## config.mk

```make
export PLATFORM = sky130hd
export DESIGN_NAME = mem_req_arbiter
export DESIGN_NICKNAME = d
export VERILOG_FILES = /design/src/rtl/mem_req_arbiter.sv
export SDC_FILE = /design/constraint.sdc
export NUM_CORES = 1
export LEC_CHECK = 0
export ABC_AREA = 1
export ABC_CLOCK_PERIOD_IN_PS = 3900
export BUFFER_PORTS_ARGS = -buffer_cell sky130_fd_sc_hd__buf_2
export CAP_MARGIN = 30
export CORE_MARGIN = 3
export CORE_UTILIZATION = 49
export DETAILED_ROUTE_END_ITERATION = 6
export PLACE_DENSITY_LB_ADDON = 0.08
export SLEW_MARGIN = 20
export SYNTH_ARGS = -nofsm -noshare
export SYNTH_HDL_FRONTEND = slang
export SYNTH_SLANG_ARGS = --single-unit
```

## constraint.sdc

```tcl
create_clock -name clk -period 3.9 [get_ports clk]
set_input_delay 0 -clock clk [delete_from_list [all_inputs] [get_ports clk]]
set_output_delay 0 -clock clk [all_outputs]
set_load 0.05 [all_outputs]
```

## src/rtl/mem_req_arbiter.sv

```systemverilog
// Shared instruction/data memory port arbiter.
// Round-robin between the fetch unit and the MMU, one memory transaction at a
// time, with a watchdog that forces an error completion on a hung access.
//
// state | meaning
// ------+-------------------------------------------------------------
// IDLE  | no transaction; sample requests and pick a winner
// ISSUE | mem_req held high, waiting for mem_ready or watchdog expiry
// RESP  | owner's data_valid pulse (with bus_err); return to IDLE
module mem_req_arbiter #(
   parameter int ADDR_WIDTH     = 32,
   parameter int DATA_WIDTH     = 32,
   parameter int TIMEOUT_CYCLES = 255
) (
   input  logic                  clk,
   input  logic                  reset,
   input  logic                  if_req_valid,
   input  logic [ADDR_WIDTH-1:0] if_addr,
   output logic                  if_grant,
   output logic                  if_data_valid,
   input  logic                  dmem_req_valid,
   input  logic                  dmem_we,
   input  logic [ADDR_WIDTH-1:0] dmem_addr,
   input  logic [DATA_WIDTH-1:0] dmem_wdata,
   output logic                  dmem_grant,
   output logic                  dmem_data_valid,
   output logic [DATA_WIDTH-1:0] rdata,
   output logic                  bus_err,
   output logic                  arb_busy,
   output logic                  mem_req,
   output logic                  mem_we,
   output logic [ADDR_WIDTH-1:0] mem_addr,
   output logic [DATA_WIDTH-1:0] mem_wdata,
   input  logic [DATA_WIDTH-1:0] mem_rdata,
   input  logic                  mem_ready
);

   localparam int CW = $clog2(TIMEOUT_CYCLES + 1);
   // Counter value at the end of the last ISSUE cycle allowed to wait.
   localparam logic [CW-1:0] CNT_LAST = CW'(TIMEOUT_CYCLES - 1);
   localparam logic [CW-1:0] CNT_MAX  = CW'(TIMEOUT_CYCLES);

   typedef enum logic [1:0] {
      S_IDLE  = 2'd0,
      S_ISSUE = 2'd1,
      S_RESP  = 2'd2
   } state_t;

   state_t                state_q, state_d;
   logic [CW-1:0]         cnt_q, cnt_d;
   logic                  last_fetch_q, last_fetch_d;   // 1: fetch owned the last transaction
   logic                  owner_fetch_q, owner_fetch_d; // 1: fetch owns the current transaction
   logic                  if_grant_q, if_grant_d;
   logic                  dmem_grant_q, dmem_grant_d;
   logic                  if_dv_q, if_dv_d;
   logic                  dmem_dv_q, dmem_dv_d;
   logic                  bus_err_q, bus_err_d;
   logic                  arb_busy_q, arb_busy_d;
   logic                  mem_req_q, mem_req_d;
   logic                  mem_we_q, mem_we_d;
   logic [ADDR_WIDTH-1:0] mem_addr_q, mem_addr_d;
   logic [DATA_WIDTH-1:0] mem_wdata_q, mem_wdata_d;
   logic [DATA_WIDTH-1:0] rdata_q, rdata_d;
   logic                  pick_dmem;

   // Next-state and next-output logic; every output is produced from a register.
   always_comb begin
      state_d       = state_q;
      cnt_d         = cnt_q;
      last_fetch_d  = last_fetch_q;
      owner_fetch_d = owner_fetch_q;
      if_grant_d    = 1'b0;
      dmem_grant_d  = 1'b0;
      if_dv_d       = 1'b0;
      dmem_dv_d     = 1'b0;
      bus_err_d     = 1'b0;
      mem_req_d     = mem_req_q;
      mem_we_d      = mem_we_q;
      mem_addr_d    = mem_addr_q;
      mem_wdata_d   = mem_wdata_q;
      rdata_d       = rdata_q;
      // MMU wins when alone, or on a tie when fetch had the previous turn.
      pick_dmem     = dmem_req_valid && (!if_req_valid || last_fetch_q);

      case (state_q)
         S_IDLE: begin
            if (if_req_valid || dmem_req_valid) begin
               owner_fetch_d = !pick_dmem;
               mem_req_d     = 1'b1;
               mem_we_d      = pick_dmem && dmem_we;
               mem_addr_d    = pick_dmem ? dmem_addr : if_addr;
               mem_wdata_d   = pick_dmem ? dmem_wdata : '0;
               dmem_grant_d  = pick_dmem;
               if_grant_d    = !pick_dmem;
               cnt_d         = '0;
               state_d       = S_ISSUE;
            end
         end
         S_ISSUE: begin
            if (cnt_q != CNT_MAX) begin
               cnt_d = cnt_q + CW'(1);
            end
            // A real completion wins over a watchdog expiry in the same cycle.
            if (mem_ready) begin
               mem_req_d = 1'b0;
               rdata_d   = mem_we_q ? '0 : mem_rdata;
               if_dv_d   = owner_fetch_q;
               dmem_dv_d = !owner_fetch_q;
               state_d   = S_RESP;
            end else if (cnt_q == CNT_LAST) begin
               mem_req_d = 1'b0;
               rdata_d   = '0;
               bus_err_d = 1'b1;
               if_dv_d   = owner_fetch_q;
               dmem_dv_d = !owner_fetch_q;
               state_d   = S_RESP;
            end
         end
         S_RESP: begin
            last_fetch_d = owner_fetch_q;
            cnt_d        = '0;
            state_d      = S_IDLE;
         end
         default: begin
            state_d = S_IDLE;
         end
      endcase

      arb_busy_d = (state_d != S_IDLE);
   end

   // State and output registers with synchronous reset.
   always_ff @(posedge clk) begin
      if (reset) begin
         state_q       <= S_IDLE;
         cnt_q         <= '0;
         last_fetch_q  <= 1'b1;
         owner_fetch_q <= 1'b0;
         if_grant_q    <= 1'b0;
         dmem_grant_q  <= 1'b0;
         if_dv_q       <= 1'b0;
         dmem_dv_q     <= 1'b0;
         bus_err_q     <= 1'b0;
         arb_busy_q    <= 1'b0;
         mem_req_q     <= 1'b0;
         mem_we_q      <= 1'b0;
         mem_addr_q    <= '0;
         mem_wdata_q   <= '0;
         rdata_q       <= '0;
      end else begin
         state_q       <= state_d;
         cnt_q         <= cnt_d;
         last_fetch_q  <= last_fetch_d;
         owner_fetch_q <= owner_fetch_d;
         if_grant_q    <= if_grant_d;
         dmem_grant_q  <= dmem_grant_d;
         if_dv_q       <= if_dv_d;
         dmem_dv_q     <= dmem_dv_d;
         bus_err_q     <= bus_err_d;
         arb_busy_q    <= arb_busy_d;
         mem_req_q     <= mem_req_d;
         mem_we_q      <= mem_we_d;
         mem_addr_q    <= mem_addr_d;
         mem_wdata_q   <= mem_wdata_d;
         rdata_q       <= rdata_d;
      end
   end

   assign if_grant        = if_grant_q;
   assign dmem_grant      = dmem_grant_q;
   assign if_data_valid   = if_dv_q;
   assign dmem_data_valid = dmem_dv_q;
   assign bus_err         = bus_err_q;
   assign arb_busy        = arb_busy_q;
   assign mem_req         = mem_req_q;
   assign mem_we          = mem_we_q;
   assign mem_addr        = mem_addr_q;
   assign mem_wdata       = mem_wdata_q;
   assign rdata           = rdata_q;

endmodule

```

; After elaboration in Yosys (flattened, before gate mapping)
; Index checks and enable logic that the tools add are counted.
[op_classes]
n_addsub = 1
n_eq_ne = 7
mux = 21
n_bitwise = 3
n_reduce_logical = 19
[op_table]
columns = op, n
row1 = 32-bit two-way mux, 5
row2 = 8-bit case mux with 3 select lines, 1
row3 = 8-bit two-way mux, 2
row4 = 8-bit by 1-bit adder with 8-bit output (second input constant), 1
row5 = 8-bit == test (second input constant), 1
row6 = 1-bit two-way mux, 8
row7 = 8-bit != test (second input constant), 1
row8 = 2-bit two-way mux, 3
row9 = 3-bit AND reduction, 2
row10 = 2-bit nonzero test, 3
row11 = 3-bit OR reduction, 2
row12 = 2-bit != test (second input constant), 2
row13 = 2-bit case mux with 2 select lines, 1
row14 = 2-bit AND reduction, 2
row15 = 1-bit zero test, 3
row16 = 3-bit != test (second input constant), 1
row17 = 1-bit NOT, 3
row18 = 3-bit nonzero test, 1
row19 = 2-bit by 1-bit == test with 1-bit output (second input constant), 1
row20 = 2-bit == test (second input constant), 1
row21 = 1-bit logical AND, 2
row22 = 2-bit zero test, 1
row23 = 1-bit logical OR, 2
row24 = 1-bit case mux with 2 select lines, 1
row25 = 2-bit OR reduction, 1
[totals]
register_bits = 116
in_bits = 134
output_inout_bits = 104
elab_cells = 66

; Depth between registers and ports, before layout
[depth]
ltp_word = 5
ltp_mapped = 10
ltp_nobuf = 10

; Worst setup path before layout
; No wires, ideal clock.
[synth_timing]
path_kind = reg2reg
startpoint = reg mem_we_q (netlist: mem_we)
endpoint = reg rdata_q[10] (netlist: rdata[10])
setup_ps = 67
arrival_time_ps = 1214
t_required_ps = 3833
slack_ps = 2619
stages_incl_launch_ff = 5
path_buffers = 1
synth_period_minus_slack_ps = 1281
cell_sequence = dfxtp_1 -> nor2_1 -> clkbuf_1 -> nand2_1 -> o21ai_2
[synth_between]
elab_chain_cells = 2
[synth_rtl]
columns = element, line_no
row1 = "start, declared", 60  ; logic mem_we_q, mem_we_d;
row2 = "start signal, assigned", 162  ; mem_we_q <= mem_we_d;
row3 = 32-bit two-way mux, 106  ; rdata_d = mem_we_q ? '0 : mem_rdata;
row4 = 32-bit two-way mux, 104  ; if (mem_ready) begin
row5 = "end signal, assigned", 165  ; rdata_q <= rdata_d;
row6 = "end, declared", 63  ; logic [DATA_WIDTH-1:0] rdata_q, rdata_d;
; No other way between the ends.
; A chain may end at the register's enable or synchronous reset.

; Worst setup path in the final report
[layout_timing]
startpoint = reg state_q[0]
endpoint = reg mem_wdata_q[3] (netlist: mem_wdata[3])
[layout_between]
elab_chain_cells = 2
[layout_rtl]
columns = element, line_no
row1 = "start, declared", 49  ; state_t state_q, state_d;
row2 = "start signal, assigned", 151  ; state_q <= state_d;
row3 = 2-bit zero test, 85  ; case (state_q)
row4 = 2-bit AND reduction (no line), n/a
row5 = "end signal, assigned", 164  ; mem_wdata_q <= mem_wdata_d;
row6 = "end, declared", 62  ; logic [DATA_WIDTH-1:0] mem_wdata_q, mem_wdata_d;
; No other way between the ends.

==> flow_metrics.env <==
export IMPL_cp_arrival_ns=3.57
export IMPL_yosysTopAreaCell="dfxtp_1"
export IMPL_path_cells="inv_2 > nand2_1 > nor2_4 > buf_4 > inv_2 > nor2_4 > a22oi_1 > nor2_1 > dlygate4sd3_1"
export IMPL_antenna_found_initial=0
export IMPL_grt_first_pass_wirelength_um=30930
export IMPL_num_antenna_cells=0
export IMPL_hold_viol=0
export IMPL_seqPwrFrac_pct=36.2
export IMPL_violations="DRC"
export IMPL_vias_per_cell=5.399
export IMPL_fp_dieH_um=103.6
export IMPL_seqCellArea_um2=2322
export IMPL_drc_errors=2
export IMPL_cp_data_required_time_ns=4.36
export IMPL_finalWirelength_um=18850
export IMPL_ant_nets=0
export IMPL_pwr_share_comb_pct=24.3
export IMPL_path_class="reg2reg"
export IMPL_start_util_pct=51.98
export IMPL_fin_setup_tns_ns=0
export IMPL_drt_wirelength_per_cell_um=17.60
export IMPL_p_int_mw=2.486
export IMPL_overflow=0
export IMPL_period_minus_slack_ns=3.115
export IMPL_postSynthAreaPerCell_um2=8.317
export IMPL_place_gp_congestion=0.7878
export IMPL_critPathLaunchType="flop"
export IMPL_power_density_nw_per_um2=462.8
export IMPL_relSlewSlack_pct=46.62
export IMPL_path_max_fanout=66
export IMPL_slew_violations=0
export IMPL_power_switching_mw=1.156
export IMPL_grt_max_degree=67
export IMPL_cts_hold_buffers=151
export IMPL_area_delta_synth_final_pct=68.68
export IMPL_p_leak_nw=3.890
export IMPL_final_setup_skew_ns=0.007594
export IMPL_max_stage_delay_ns=0.58
export IMPL_nets=1068
export IMPL_clockPowerShare_pct=39.5
export IMPL_cts_htree_levels=4
export IMPL_dpl_hpwl_um=9258
export IMPL_synth_seq_area_share_pct=49.77
export IMPL_cts_repair_resized=0
export IMPL_synth_cells=561
export IMPL_dp_cells=888
export IMPL_mappedNetlistNets=697
export IMPL_grt_pass1_vias=6126
export IMPL_cp_slowest_cell="dlygate4sd3_1"
export IMPL_die_area_um2=10730
export IMPL_endpoint_kind="flop"
export IMPL_min_path_type="in2reg"
export IMPL_rsz0062_at_grt="no"
export IMPL_swShare_pct=31.75
export IMPL_clock_sinks=116
export IMPL_yosysTopAreaCellShare_pct=49.77
export IMPL_netlist_area_um2=4666
export IMPL_ys_seq_elements=116
export IMPL_n_fill_cell=422
export IMPL_tightest_slew_ns=0.7995
export IMPL_first_pass_iters=7
export IMPL_multi_input_area_um2=2039
export IMPL_outcome="finished with violations"
export IMPL_via_count=5782
export IMPL_clkTransAtPathRegs_ns=0.06
export IMPL_cts_inserted_buffers=17
export IMPL_rows=34
export IMPL_synth_distinct_cells=28
export IMPL_most_common_layout_cells="buf_2 (237), nand2_1 (152), dlygate4sd3_1 (151)"
export IMPL_synth_top_cells_by_area="dfxtp_1 (50%), nand2_1 (12%), o21ai_2 (5.4%), nand3_1 (4.7%), a31oi_1 (4.3%)"
export IMPL_die_x_um=103.6
export IMPL_postCtsSetupRepairBufs=0
export IMPL_coreArea_um2=8976
export IMPL_cap_violations=0
export IMPL_pin_count=238
export IMPL_io_buffers=237
export IMPL_setup_violations=0
export IMPL_mostFrequentLayoutCell="buf_2"
export IMPL_track_usage_pct=35.29
export IMPL_ir_worst_vdd_v=0.0003362
export IMPL_post_route_period_util_pct=79.88
export IMPL_fin_cells=1071
export IMPL_drive_gt1_share_pct=34.92
export IMPL_clk_root_buffer_cell="clkbuf_8"
export IMPL_max_freq_mhz=321.0
export IMPL_cts_tree="yes"
export IMPL_yosys_warnings=0
export IMPL_drt_initial_drc_count=471
export IMPL_clk_latency_ns=0.51
export IMPL_cts_max_path_buffers=2
## metal layers
| layer | up-vias | share of wire (%) | track usage (%) |
|---|---|---|---|
| met5 | - | 0 | 0 |
| met3 | 92 | 9.7 | 11.07 |
| li1 | 2645 | - | - |
| met2 | 391 | 49 | 60.79 |
| met1 | 2654 | 36 | 38.61 |
| met4 | 0 | 5.1 | 19.47 |
## metrics by stage
stage                     setup WS [ns]  power [mW]  cell area [um2]  util [%]  hold slack [ns]
after CTS                         1.076       3.594             7870     87.68         0.002079
after detailed placement          1.395       2.024             5809     64.72           0.1930
after global routing             0.6363       3.759             7870     87.68          0.02808
after global placement            1.464       2.014             5804     64.66           0.1827
after floorplan                   2.619       1.839             4666         -          0.07817
final                            0.7848       3.643             7870     87.68          0.02820
## registers in the layout, indices dropped and copies added, names as in the netlist, 2 cells and up
signal,cells
mem_addr,32
mem_wdata,32
rdata,32
cnt_q,8
state_q,2
## worst max-delay path: cells and delay by family, from the launching register on
kind	cells	cell delay, ns
AO/OA/AOI/OAI	1	0.21
buffers and inverters	4	1.58
flip-flops	1	0.31
AND/OR/NAND/NOR	4	0.91
## final cells by class
class                   count  share of cell area (%)
clock buffers              21                   5.580
clock inverters            11                   1.399
inverters                  21                   1.033
multi-input cells         385                   25.91
flip-flops and latches    116                   29.51
well taps                 126                   2.003
repair buffers            391                   34.56
## power by group through the flow
| stage | clock, mW | sequential, mW | combinational (mW) |
|---|---|---|---|
| 2_1_floorplan | 0 | 1.60 | 0.237 |
| 3_3_place_gp | 0 | 1.33 | 0.683 |
| 3_5_place_dp | 0 | 1.33 | 0.692 |
| 4_1_cts | 1.44 | 1.31 | 0.842 |
| 5_1_grt | 1.50 | 1.33 | 0.932 |
| 6_report | 1.44 | 1.32 | 0.884 |
## cells in the mapped netlist (all sizes together)
cell / n
nand2: 158
dfxtp: 116
o21ai: 66
nand3: 52
nor2: 41
a31oi: 32
buf: 28
a22oi: 21
inv: 21
clkbuf: 11
a21oi: 7
nor3: 3
ha: 2
a31o: 1
nand3b: 1
or2: 1
## logic make-up after synthesis
kind of cell    share of synthesized area [%]
compound gates                          18.02
fa+ha+maj                              0.5363
buf+inv                                 6.785
flops                                   49.77
simple gates                            24.89
## path summary, 6_finish.rpt
kind | from | endpoint | slack, ns | depth (start not counted)
hold / removal | reset | cnt_q[6] | 0.03 | 2
setup / recovery | state_q[0] | mem_wdata[3] | 0.78 | 9
hold reg to reg | owner_fetch_q | dmem_data_valid | 0.45 | 1
setup reg to reg | state_q[0] | mem_wdata[3] | 0.78 | 9
Note: power is estimated with default switching activity, not from simulation.
